## src/rtl/arbitro_memoria_tabuleiro_if.sv

```systemverilog
// Client/memory bundle for arbitro_memoria_tabuleiro.
// slave  : arbiter side (takes requests and bank q data, drives grants, responses and the memory bus)
// master : client/memory side
interface arbitro_memoria_tabuleiro_if #(
  parameter int N_JOGADORES = 2,
  parameter int ADDR_W      = 5,
  parameter int DATA_W      = 64
);
  localparam int JW = (N_JOGADORES > 1) ? $clog2(N_JOGADORES) : 1;

  logic                          val_req, col_req, pts_req, vga_req;
  logic                          val_we, col_we;
  logic [JW-1:0]                 val_jogador, col_jogador, pts_jogador, vga_jogador;
  logic [ADDR_W-1:0]             val_addr, col_addr, pts_addr, vga_addr;
  logic [DATA_W-1:0]             val_wdata, col_wdata;
  logic                          val_gnt, col_gnt, pts_gnt, vga_gnt;
  logic                          val_rvalid, col_rvalid, pts_rvalid, vga_rvalid;
  logic [DATA_W-1:0]             val_rdata, col_rdata, pts_rdata, vga_rdata;
  logic [N_JOGADORES*DATA_W-1:0] mem_rdata;
  logic [ADDR_W-1:0]             mem_addr;
  logic [DATA_W-1:0]             mem_wdata;
  logic [N_JOGADORES-1:0]        mem_wren;

  modport slave (
    input  val_req, col_req, pts_req, vga_req, val_we, col_we,
           val_jogador, col_jogador, pts_jogador, vga_jogador,
           val_addr, col_addr, pts_addr, vga_addr, val_wdata, col_wdata, mem_rdata,
    output val_gnt, col_gnt, pts_gnt, vga_gnt,
           val_rvalid, col_rvalid, pts_rvalid, vga_rvalid,
           val_rdata, col_rdata, pts_rdata, vga_rdata,
           mem_addr, mem_wdata, mem_wren
  );

  modport master (
    output val_req, col_req, pts_req, vga_req, val_we, col_we,
           val_jogador, col_jogador, pts_jogador, vga_jogador,
           val_addr, col_addr, pts_addr, vga_addr, val_wdata, col_wdata, mem_rdata,
    input  val_gnt, col_gnt, pts_gnt, vga_gnt,
           val_rvalid, col_rvalid, pts_rvalid, vga_rvalid,
           val_rdata, col_rdata, pts_rdata, vga_rdata,
           mem_addr, mem_wdata, mem_wren
  );
endinterface

```

## src/rtl/arbitro_memoria_tabuleiro.sv

```systemverilog
// Fixed-priority arbiter (val > col > pts > vga) between the game blocks and the
// per-player board RAM banks. One transaction in flight: IDLE -> ISSUE -> [WAIT -> RESP].
// Optional VGA anti-starvation guard: define ARBITRO_MEM_ANTI_INANICAO_EN.

// Per-client response slot: one-cycle rvalid strobe and held read data.
module arbitro_memoria_tabuleiro_slot #(
  parameter int DATA_W = 64
) (
  input  logic              i_clk,
  input  logic              i_rst,
  input  logic              i_load,
  input  logic [DATA_W-1:0] i_data,
  output logic              o_rvalid,
  output logic [DATA_W-1:0] o_rdata
);
  logic              r_rvalid;
  logic [DATA_W-1:0] r_rdata;

  // strobe for one cycle on load; data stays until the next load
  always_ff @(posedge i_clk) begin
    if (i_rst) begin
      r_rvalid <= 1'b0;
      r_rdata  <= '0;
    end else begin
      r_rvalid <= i_load;
      if (i_load) r_rdata <= i_data;
    end
  end

  assign o_rvalid = r_rvalid;
  assign o_rdata  = r_rdata;
endmodule

module arbitro_memoria_tabuleiro #(
  parameter int N_JOGADORES = 2,
  parameter int ADDR_W      = 5,
  parameter int DATA_W      = 64,
  parameter int RD_LAT      = 1,
  parameter int MAX_ESPERA  = 4
) (
  input logic                        clk,
  input logic                        resetGeral,
  arbitro_memoria_tabuleiro_if.slave bus
);
  localparam int JW = (N_JOGADORES > 1) ? $clog2(N_JOGADORES) : 1;
  localparam int NC = 4;  // client index: 0 val, 1 col, 2 pts, 3 vga

  if (N_JOGADORES < 1 || RD_LAT < 1 || RD_LAT > 4 || MAX_ESPERA < 1) begin : g_bad_cfg
    $error("arbitro_memoria_tabuleiro: illegal parameter set");
  end

  typedef enum logic [1:0] {IDLE, ISSUE, WAIT, RESP} estado_t;

  estado_t                         r_estado, w_prox;
  logic [1:0]                      r_win, w_win;
  logic                            r_we;
  logic [JW-1:0]                   r_jog;
  logic [2:0]                      r_cnt;
  logic [NC-1:0]                   r_gnt;
  logic [ADDR_W-1:0]               r_mem_addr;
  logic [DATA_W-1:0]               r_mem_wdata;
  logic [N_JOGADORES-1:0]          r_mem_wren, w_wren;

  logic [NC-1:0]                   w_req, w_we, w_load, w_rvalid;
  logic [NC-1:0][JW-1:0]           w_jog;
  logic [NC-1:0][ADDR_W-1:0]       w_addr;
  logic [NC-1:0][DATA_W-1:0]       w_wdata, w_rdata;
  logic [DATA_W-1:0]               w_cap;
  logic                            w_any, w_force_vga, w_ultimo;

  // pts and vga are read-only clients
  assign w_req   = {bus.vga_req, bus.pts_req, bus.col_req, bus.val_req};
  assign w_we    = {1'b0, 1'b0, bus.col_we, bus.val_we};
  assign w_jog   = {bus.vga_jogador, bus.pts_jogador, bus.col_jogador, bus.val_jogador};
  assign w_addr  = {bus.vga_addr, bus.pts_addr, bus.col_addr, bus.val_addr};
  assign w_wdata = {{DATA_W{1'b0}}, {DATA_W{1'b0}}, bus.col_wdata, bus.val_wdata};
  assign w_any   = |w_req;

`ifdef ARBITRO_MEM_ANTI_INANICAO_EN
  localparam int EW = $clog2(MAX_ESPERA + 1);
  logic [EW-1:0] r_espera;

  assign w_force_vga = bus.vga_req && (32'(r_espera) == MAX_ESPERA);

  // count decisions VGA loses while requesting; clear on VGA win or idle request
  always_ff @(posedge clk) begin
    if (resetGeral || !bus.vga_req) r_espera <= '0;
    else if (r_estado == IDLE && w_any) begin
      if (w_win == 2'd3)                       r_espera <= '0;
      else if (32'(r_espera) != MAX_ESPERA)    r_espera <= r_espera + EW'(1);
    end
  end
`else
  assign w_force_vga = 1'b0;
`endif

  // winner selection: guard override first, then fixed priority
  always_comb begin
    w_win = 2'd3;
    if (w_force_vga)   w_win = 2'd3;
    else if (w_req[0]) w_win = 2'd0;
    else if (w_req[1]) w_win = 2'd1;
    else if (w_req[2]) w_win = 2'd2;
  end

  // one-hot bank write enable; out-of-range bank leaves it all-zero
  always_comb begin
    w_wren = '0;
    for (int k = 0; k < N_JOGADORES; k++)
      if (w_we[w_win] && 32'(w_jog[w_win]) == k) w_wren[k] = 1'b1;
  end

  // select the addressed bank's q; out-of-range bank reads as zero
  always_comb begin
    w_cap = '0;
    for (int k = 0; k < N_JOGADORES; k++)
      if (32'(r_jog) == k) w_cap = bus.mem_rdata[k*DATA_W +: DATA_W];
  end

  // state register
  always_ff @(posedge clk) begin
    if (resetGeral) r_estado <= IDLE;
    else            r_estado <= w_prox;
  end

  // next-state logic
  always_comb begin
    w_prox = r_estado;
    case (r_estado)
      IDLE:    if (w_any) w_prox = ISSUE;
      ISSUE:   w_prox = r_we ? IDLE : WAIT;
      WAIT:    if (r_cnt == 3'd0) w_prox = RESP;
      RESP:    w_prox = IDLE;
      default: w_prox = IDLE;
    endcase
  end

  // latch the winner's request and drive the registered memory bus and grant
  always_ff @(posedge clk) begin
    if (resetGeral) begin
      r_win       <= '0;
      r_we        <= 1'b0;
      r_jog       <= '0;
      r_cnt       <= '0;
      r_gnt       <= '0;
      r_mem_addr  <= '0;
      r_mem_wdata <= '0;
      r_mem_wren  <= '0;
    end else begin
      r_gnt      <= '0;
      r_mem_wren <= '0;
      case (r_estado)
        IDLE: if (w_any) begin
          r_win        <= w_win;
          r_we         <= w_we[w_win];
          r_jog        <= w_jog[w_win];
          r_mem_addr   <= w_addr[w_win];
          r_mem_wdata  <= w_wdata[w_win];
          r_mem_wren   <= w_wren;
          r_gnt[w_win] <= 1'b1;
        end
        ISSUE:   r_cnt <= 3'(RD_LAT - 1);
        WAIT:    if (r_cnt != 3'd0) r_cnt <= r_cnt - 3'd1;
        default: ;
      endcase
    end
  end

  // last WAIT cycle: bank q is valid, hand it to the winner's slot
  assign w_ultimo = (r_estado == WAIT) && (r_cnt == 3'd0);

  for (genvar g = 0; g < NC; g++) begin : g_slot
    assign w_load[g] = w_ultimo && (r_win == 2'(g));
    arbitro_memoria_tabuleiro_slot #(.DATA_W(DATA_W)) u_slot (
      .i_clk    (clk),
      .i_rst    (resetGeral),
      .i_load   (w_load[g]),
      .i_data   (w_cap),
      .o_rvalid (w_rvalid[g]),
      .o_rdata  (w_rdata[g])
    );
  end

  assign bus.val_gnt    = r_gnt[0];
  assign bus.col_gnt    = r_gnt[1];
  assign bus.pts_gnt    = r_gnt[2];
  assign bus.vga_gnt    = r_gnt[3];
  assign bus.val_rvalid = w_rvalid[0];
  assign bus.col_rvalid = w_rvalid[1];
  assign bus.pts_rvalid = w_rvalid[2];
  assign bus.vga_rvalid = w_rvalid[3];
  assign bus.val_rdata  = w_rdata[0];
  assign bus.col_rdata  = w_rdata[1];
  assign bus.pts_rdata  = w_rdata[2];
  assign bus.vga_rdata  = w_rdata[3];
  assign bus.mem_addr   = r_mem_addr;
  assign bus.mem_wdata  = r_mem_wdata;
  assign bus.mem_wren   = r_mem_wren;
endmodule

```

## src/flat_wrapper.sv

```systemverilog
// flat-port wrapper written by rule: the top's interface ports become plain ports
module arbitro_memoria_tabuleiro_flat 
#(
  parameter int N_JOGADORES = 2,
  parameter int ADDR_W      = 5,
  parameter int DATA_W      = 64,
  parameter int RD_LAT      = 1,
  parameter int MAX_ESPERA  = 4
)
  (clk, resetGeral, bus_val_req, bus_col_req, bus_pts_req, bus_vga_req, bus_val_we, bus_col_we, bus_val_jogador, bus_col_jogador, bus_pts_jogador, bus_vga_jogador, bus_val_addr, bus_col_addr, bus_pts_addr, bus_vga_addr, bus_val_wdata, bus_col_wdata, bus_mem_rdata, bus_val_gnt, bus_col_gnt, bus_pts_gnt, bus_vga_gnt, bus_val_rvalid, bus_col_rvalid, bus_pts_rvalid, bus_vga_rvalid, bus_val_rdata, bus_col_rdata, bus_pts_rdata, bus_vga_rdata, bus_mem_addr, bus_mem_wdata, bus_mem_wren);
  arbitro_memoria_tabuleiro_if #(.N_JOGADORES(N_JOGADORES), .ADDR_W(ADDR_W), .DATA_W(DATA_W)) bus_i ();
  input logic clk;
  input logic resetGeral;
  input wire logic [$bits(bus_i.val_req)-1:0] bus_val_req;
  input wire logic [$bits(bus_i.col_req)-1:0] bus_col_req;
  input wire logic [$bits(bus_i.pts_req)-1:0] bus_pts_req;
  input wire logic [$bits(bus_i.vga_req)-1:0] bus_vga_req;
  input wire logic [$bits(bus_i.val_we)-1:0] bus_val_we;
  input wire logic [$bits(bus_i.col_we)-1:0] bus_col_we;
  input wire logic [$bits(bus_i.val_jogador)-1:0] bus_val_jogador;
  input wire logic [$bits(bus_i.col_jogador)-1:0] bus_col_jogador;
  input wire logic [$bits(bus_i.pts_jogador)-1:0] bus_pts_jogador;
  input wire logic [$bits(bus_i.vga_jogador)-1:0] bus_vga_jogador;
  input wire logic [$bits(bus_i.val_addr)-1:0] bus_val_addr;
  input wire logic [$bits(bus_i.col_addr)-1:0] bus_col_addr;
  input wire logic [$bits(bus_i.pts_addr)-1:0] bus_pts_addr;
  input wire logic [$bits(bus_i.vga_addr)-1:0] bus_vga_addr;
  input wire logic [$bits(bus_i.val_wdata)-1:0] bus_val_wdata;
  input wire logic [$bits(bus_i.col_wdata)-1:0] bus_col_wdata;
  input wire logic [$bits(bus_i.mem_rdata)-1:0] bus_mem_rdata;
  output wire logic [$bits(bus_i.val_gnt)-1:0] bus_val_gnt;
  output wire logic [$bits(bus_i.col_gnt)-1:0] bus_col_gnt;
  output wire logic [$bits(bus_i.pts_gnt)-1:0] bus_pts_gnt;
  output wire logic [$bits(bus_i.vga_gnt)-1:0] bus_vga_gnt;
  output wire logic [$bits(bus_i.val_rvalid)-1:0] bus_val_rvalid;
  output wire logic [$bits(bus_i.col_rvalid)-1:0] bus_col_rvalid;
  output wire logic [$bits(bus_i.pts_rvalid)-1:0] bus_pts_rvalid;
  output wire logic [$bits(bus_i.vga_rvalid)-1:0] bus_vga_rvalid;
  output wire logic [$bits(bus_i.val_rdata)-1:0] bus_val_rdata;
  output wire logic [$bits(bus_i.col_rdata)-1:0] bus_col_rdata;
  output wire logic [$bits(bus_i.pts_rdata)-1:0] bus_pts_rdata;
  output wire logic [$bits(bus_i.vga_rdata)-1:0] bus_vga_rdata;
  output wire logic [$bits(bus_i.mem_addr)-1:0] bus_mem_addr;
  output wire logic [$bits(bus_i.mem_wdata)-1:0] bus_mem_wdata;
  output wire logic [$bits(bus_i.mem_wren)-1:0] bus_mem_wren;
  assign bus_i.val_req = bus_val_req;
  assign bus_i.col_req = bus_col_req;
  assign bus_i.pts_req = bus_pts_req;
  assign bus_i.vga_req = bus_vga_req;
  assign bus_i.val_we = bus_val_we;
  assign bus_i.col_we = bus_col_we;
  assign bus_i.val_jogador = bus_val_jogador;
  assign bus_i.col_jogador = bus_col_jogador;
  assign bus_i.pts_jogador = bus_pts_jogador;
  assign bus_i.vga_jogador = bus_vga_jogador;
  assign bus_i.val_addr = bus_val_addr;
  assign bus_i.col_addr = bus_col_addr;
  assign bus_i.pts_addr = bus_pts_addr;
  assign bus_i.vga_addr = bus_vga_addr;
  assign bus_i.val_wdata = bus_val_wdata;
  assign bus_i.col_wdata = bus_col_wdata;
  assign bus_i.mem_rdata = bus_mem_rdata;
  assign bus_val_gnt = bus_i.val_gnt;
  assign bus_col_gnt = bus_i.col_gnt;
  assign bus_pts_gnt = bus_i.pts_gnt;
  assign bus_vga_gnt = bus_i.vga_gnt;
  assign bus_val_rvalid = bus_i.val_rvalid;
  assign bus_col_rvalid = bus_i.col_rvalid;
  assign bus_pts_rvalid = bus_i.pts_rvalid;
  assign bus_vga_rvalid = bus_i.vga_rvalid;
  assign bus_val_rdata = bus_i.val_rdata;
  assign bus_col_rdata = bus_i.col_rdata;
  assign bus_pts_rdata = bus_i.pts_rdata;
  assign bus_vga_rdata = bus_i.vga_rdata;
  assign bus_mem_addr = bus_i.mem_addr;
  assign bus_mem_wdata = bus_i.mem_wdata;
  assign bus_mem_wren = bus_i.mem_wren;
  arbitro_memoria_tabuleiro #(.N_JOGADORES(N_JOGADORES), .ADDR_W(ADDR_W), .DATA_W(DATA_W), .RD_LAT(RD_LAT), .MAX_ESPERA(MAX_ESPERA)) u_core (.clk(clk), .resetGeral(resetGeral), .bus(bus_i));
endmodule
```

## config.mk

```make
export PLATFORM = sky130hd
export DESIGN_NAME = arbitro_memoria_tabuleiro_flat
export DESIGN_NICKNAME = d
export VERILOG_FILES = /design/src/rtl/arbitro_memoria_tabuleiro_if.sv /design/src/rtl/arbitro_memoria_tabuleiro.sv /design/src/flat_wrapper.sv
export SDC_FILE = /design/constraint.sdc
export NUM_CORES = 1
export LEC_CHECK = 0
export BUFFER_PORTS_ARGS = -buffer_cell sky130_fd_sc_hd__buf_2
export CAP_MARGIN = 15
export CORE_AREA = 2 2 242 244
export DETAILED_ROUTE_END_ITERATION = 8
export DIE_AREA = 0 0 244 246
export MAX_ROUTING_LAYER = met4
export SYNTH_ARGS = -nofsm -noshare
export SYNTH_HDL_FRONTEND = slang
export SYNTH_SLANG_ARGS = --single-unit
```

## constraint.sdc

```tcl
create_clock -name clk -period 2.63 [get_ports clk]
set_clock_uncertainty 0.1 [all_clocks]
set_input_delay 0.3945 -clock clk [delete_from_list [all_inputs] [get_ports clk]]
set_output_delay 0.3945 -clock clk [all_outputs]
set_load 0.02 [all_outputs]
```

==> metrics.md <==
| Metric | Value |
|---|---|
| Synth Area in Compound Gates | 0.312 |
| Unique masters post-synth | 39 |
| Setup-failing EPs final | 0 |
| XOR/XNOR share of the synthesized area | 0 |
| Number of buffers created by CTS | 40 |
| Die Wd | 244 um |
| Tcrit/Tclk final | 0.940 |
| Largest family of logic cells by synthesized area | compound AO/OA/AOI/OAI gates |
| Max H-tree Level | 2 |
| Final count of pins violating max slew | 0 |
| DR iter-0 viols | between 700 and 800 |
| Largest net degree at the start of global routing | 128 |
| 1st-pass router iterations | 6 |
| Leading cell types in the layout, fill and taps excluded | buf_2, dfxtp_1, a21oi_1 |
| Synth Register Bits | 344 |
| Final Hold Fails | 0 |
| I/O pin total | 623 |
| WP data arrival | 2810 ps |
| Root Buffer | clkbuf_16 |
| DR WL/cell | 20.6 um |
| Clk_lat worst skew | around 550 ps |
| First-pass GRT wire length | between 80000 and 90000 um |
| Postcts setup bufs | 0 |
| Maximum clock rate | roughly 0.40 GHz |
| Vias per std cell | 5.03 |
| Die Height | between 200 and 250 um |
| Worst-margin pin slew | 901 ps |
| Initial Utilization | 0.243 |
| Seq/Total Area, Yosys | 0.495 |
| Detail Placement HPWL | a little over 40000 um |
| Worst setup EP type | register |
| DRC | 0 |
| Most common cell after layout, fill and taps aside | buf_2 |
| DR vias | about 14000 |
| Final net count | roughly 2300 |
| Area Overhead vs Synth | 40.4% |
| GPL Wtd Cong | roughly 0.85 |
| Final wirelength | slightly below 60000 um |
| Synth Area in Simple Gates | 0.0704 |
| Hold Path Class | in -> reg |
| Mapped Nets | 1734 |
| Synthesized instance count | ~1400 |
| Vias in the first global route | between 10000 and 15000 |
| CORE AREA | between 50000 and 60000 um^2 |
| Total GRT Usage | 0.188 |
| PwrDens | between 700 and 800 nW/um^2 |
| Worst VDD drop | ~0.00043 V |
| ANT nets after route | 0 |
| Clock sinks | roughly 340 |
| Overflow after GRT | 0 |
| TritonCTS clock tree | built |
| Worst Path Required | roughly 3000 ps |
| Slew Limit Headroom | 0.399 |
| Row count | 88 |
| Post-layout min period | around 2500 ps |
| TNS Setup | 0 ps |
| Area of the die | ~60000 um^2 |
| Mux contribution to synthesized area | 0.0523 |
| Final Power | 14.0 mW |
| CP max FO | 56 |
| Port bufs | a little over 600 |
| Syn avg cell area | 9.64 um^2 |
| Crit Path Category | reg -> reg |
| Max-Cap Viols | 0 |
| Maximum clock path buffer count | 3 |
| Leak Pwr | between 8 and 9 nW |
| Outcome | finished, final reports clean |
| Synthesized area | 13900 um^2 |
| Startpoint Class | register |
| Adder-Cell Fraction of Synth Area | 0.00180 |
| Fillers | roughly 6000 |
| Clock slew at reported path FFs | about 60 ps |
| Antenna violations before repair | 6 |
| Synthesis Warnings | 0 |
| Layout cells sized above 1 | 0.366 |
| Post-cts resize count | 0 |
| Setup repair after global routing missed its margin | no |
[timing repair]
action                                  in CTS  in global routing
hold endpoints to repair                    47                  0
endpoints found under the setup margin       0                  0
hold buffers                                54                  0
[layer usage]
metal,track usage,share of wire,vias up
met5,-,0,-
met4,0.0742,0.040,0
met3,0.0379,0.072,119
met2,0.318,0.49,676
met1,0.219,0.40,6764
li1,-,-,6677
[kinds of logic after synthesis]
kind of cell             after synthesis
AO/OA/AOI/OAI                        677
flip-flops                           344
buffers and inverters                181
AND/OR/NAND/NOR                      168
multiplexers                          72
adder cells (fa/ha/maj)                2
[state kept, by name (all words and copies together) (netlist names), named ones only]
register,cells
u_core.g_slot.u_slot.o_rvalid,4
u_core.r_win,2
u_core.bus.mem_wdata,64
u_core.r_cnt,3
u_core.r_we,1
u_core.r_gnt,4
u_core.r_estado,1
u_core.bus.mem_wren,2
u_core.g_slot.u_slot.o_rdata,256
u_core.r_jog,1
u_core.bus.mem_addr,5
[stage by stage]
stage	util	setup WS (ps)	instance area, um^2	instances	hold slack (ps)
detailed placement	0.308	295	17700	2704	369
floorplan	-	774	13900	1444	345
global placement	0.308	313	17700	2704	358
global route	0.341	45.9	19500	2833	19.7
CTS	0.341	177	19500	2832	0.0537
finish	0.341	158	19500	2833	37.5
[worst paths after layout]
kind | startpoint | endpoint | slack, ps | depth (start not counted)
hold / removal | bus_val_wdata[54] | u_core.bus.mem_wdata[54]$_SDFFE_PP0P_ | 40 | 3
setup reg to reg | register | u_core.bus.mem_wdata[37]$_SDFFE_PP0P_ | 160 | 5
setup / recovery | register | u_core.bus.mem_wdata[37]$_SDFFE_PP0P_ | 160 | 5
hold reg to reg | u_core.r_cnt[1]$_SDFFE_PP0P_ | u_core.r_cnt[1]$_SDFFE_PP0P_ | 380 | 2
[final cells by class]
| class | instances | area [um^2] | area share |
|---|---|---|---|
| Tap cell | 765 | 957 | 0.0490 |
| Sequential cell | 344 | 6890 | 0.353 |
| Timing Repair Buffer | 727 | 4240 | 0.217 |
| Antenna cell | 1 | 2.50 | 0.000128 |
| Multi-Input combinational cell | 919 | 6100 | 0.312 |
| Inverter | 3 | 11.3 | 0.000576 |
| Clock buffer | 63 | 1200 | 0.0613 |
| Clock inverter | 11 | 146 | 0.00749 |
[power by group]
group,internal [mW],switching (mW)
Clock,3.35,2.28
Combinational,0.961,1.67
Sequential,5.52,0.217
[worst max-delay path, stage by stage (launching register included)]
cell and delay, ps:
dfxtp_1 480, or2_1 360, nor2_4 370, buf_12 310
a311oi_1 130, dlygate4sd3_1 570
[Yosys cell counts]
master / instances / area share
a211oi_1: 267 / 0.14
a21o_1: 1 / 0.00054
a21oi_1: 332 / 0.12
a222oi_1: 3 / 0.0022
a22oi_1: 5 / 0.0027
a311oi_1: 59 / 0.037
and2_1: 5 / 0.0022
and2b_1: 1 / 0.00054
and3b_1: 1 / 0.00063
buf_1: 11 / 0.0030
buf_2: 59 / 0.021
buf_4: 14 / 0.0075
buf_6: 21 / 0.017
clkbuf_1: 72 / 0.019
clkbuf_2: 1 / 0.00036
dfxtp_1: 344 / 0.49
ha_1: 2 / 0.0018
inv_1: 3 / 0.00081
mux2_2: 2 / 0.0016
mux2_4: 1 / 0.0011
mux2i_1: 69 / 0.050
nand2_1: 71 / 0.019
nand3b_1: 60 / 0.032
nor2_1: 3 / 0.00081
nor2_2: 2 / 0.00090
nor2b_1: 9 / 0.0040
nor3_1: 2 / 0.00072
nor3b_1: 5 / 0.0027
nor3b_2: 1 / 0.00090
nor4_1: 2 / 0.00090
nor4_4: 1 / 0.0015
nor4b_2: 1 / 0.0011
o21a_1: 2 / 0.0011
o21ai_0: 2 / 0.00072
o21bai_1: 3 / 0.0016
o221a_2: 3 / 0.0024
or2_1: 1 / 0.00045
or2_2: 1 / 0.00045
or4_1: 2 / 0.0011
(Power assumes the default switching activity.)
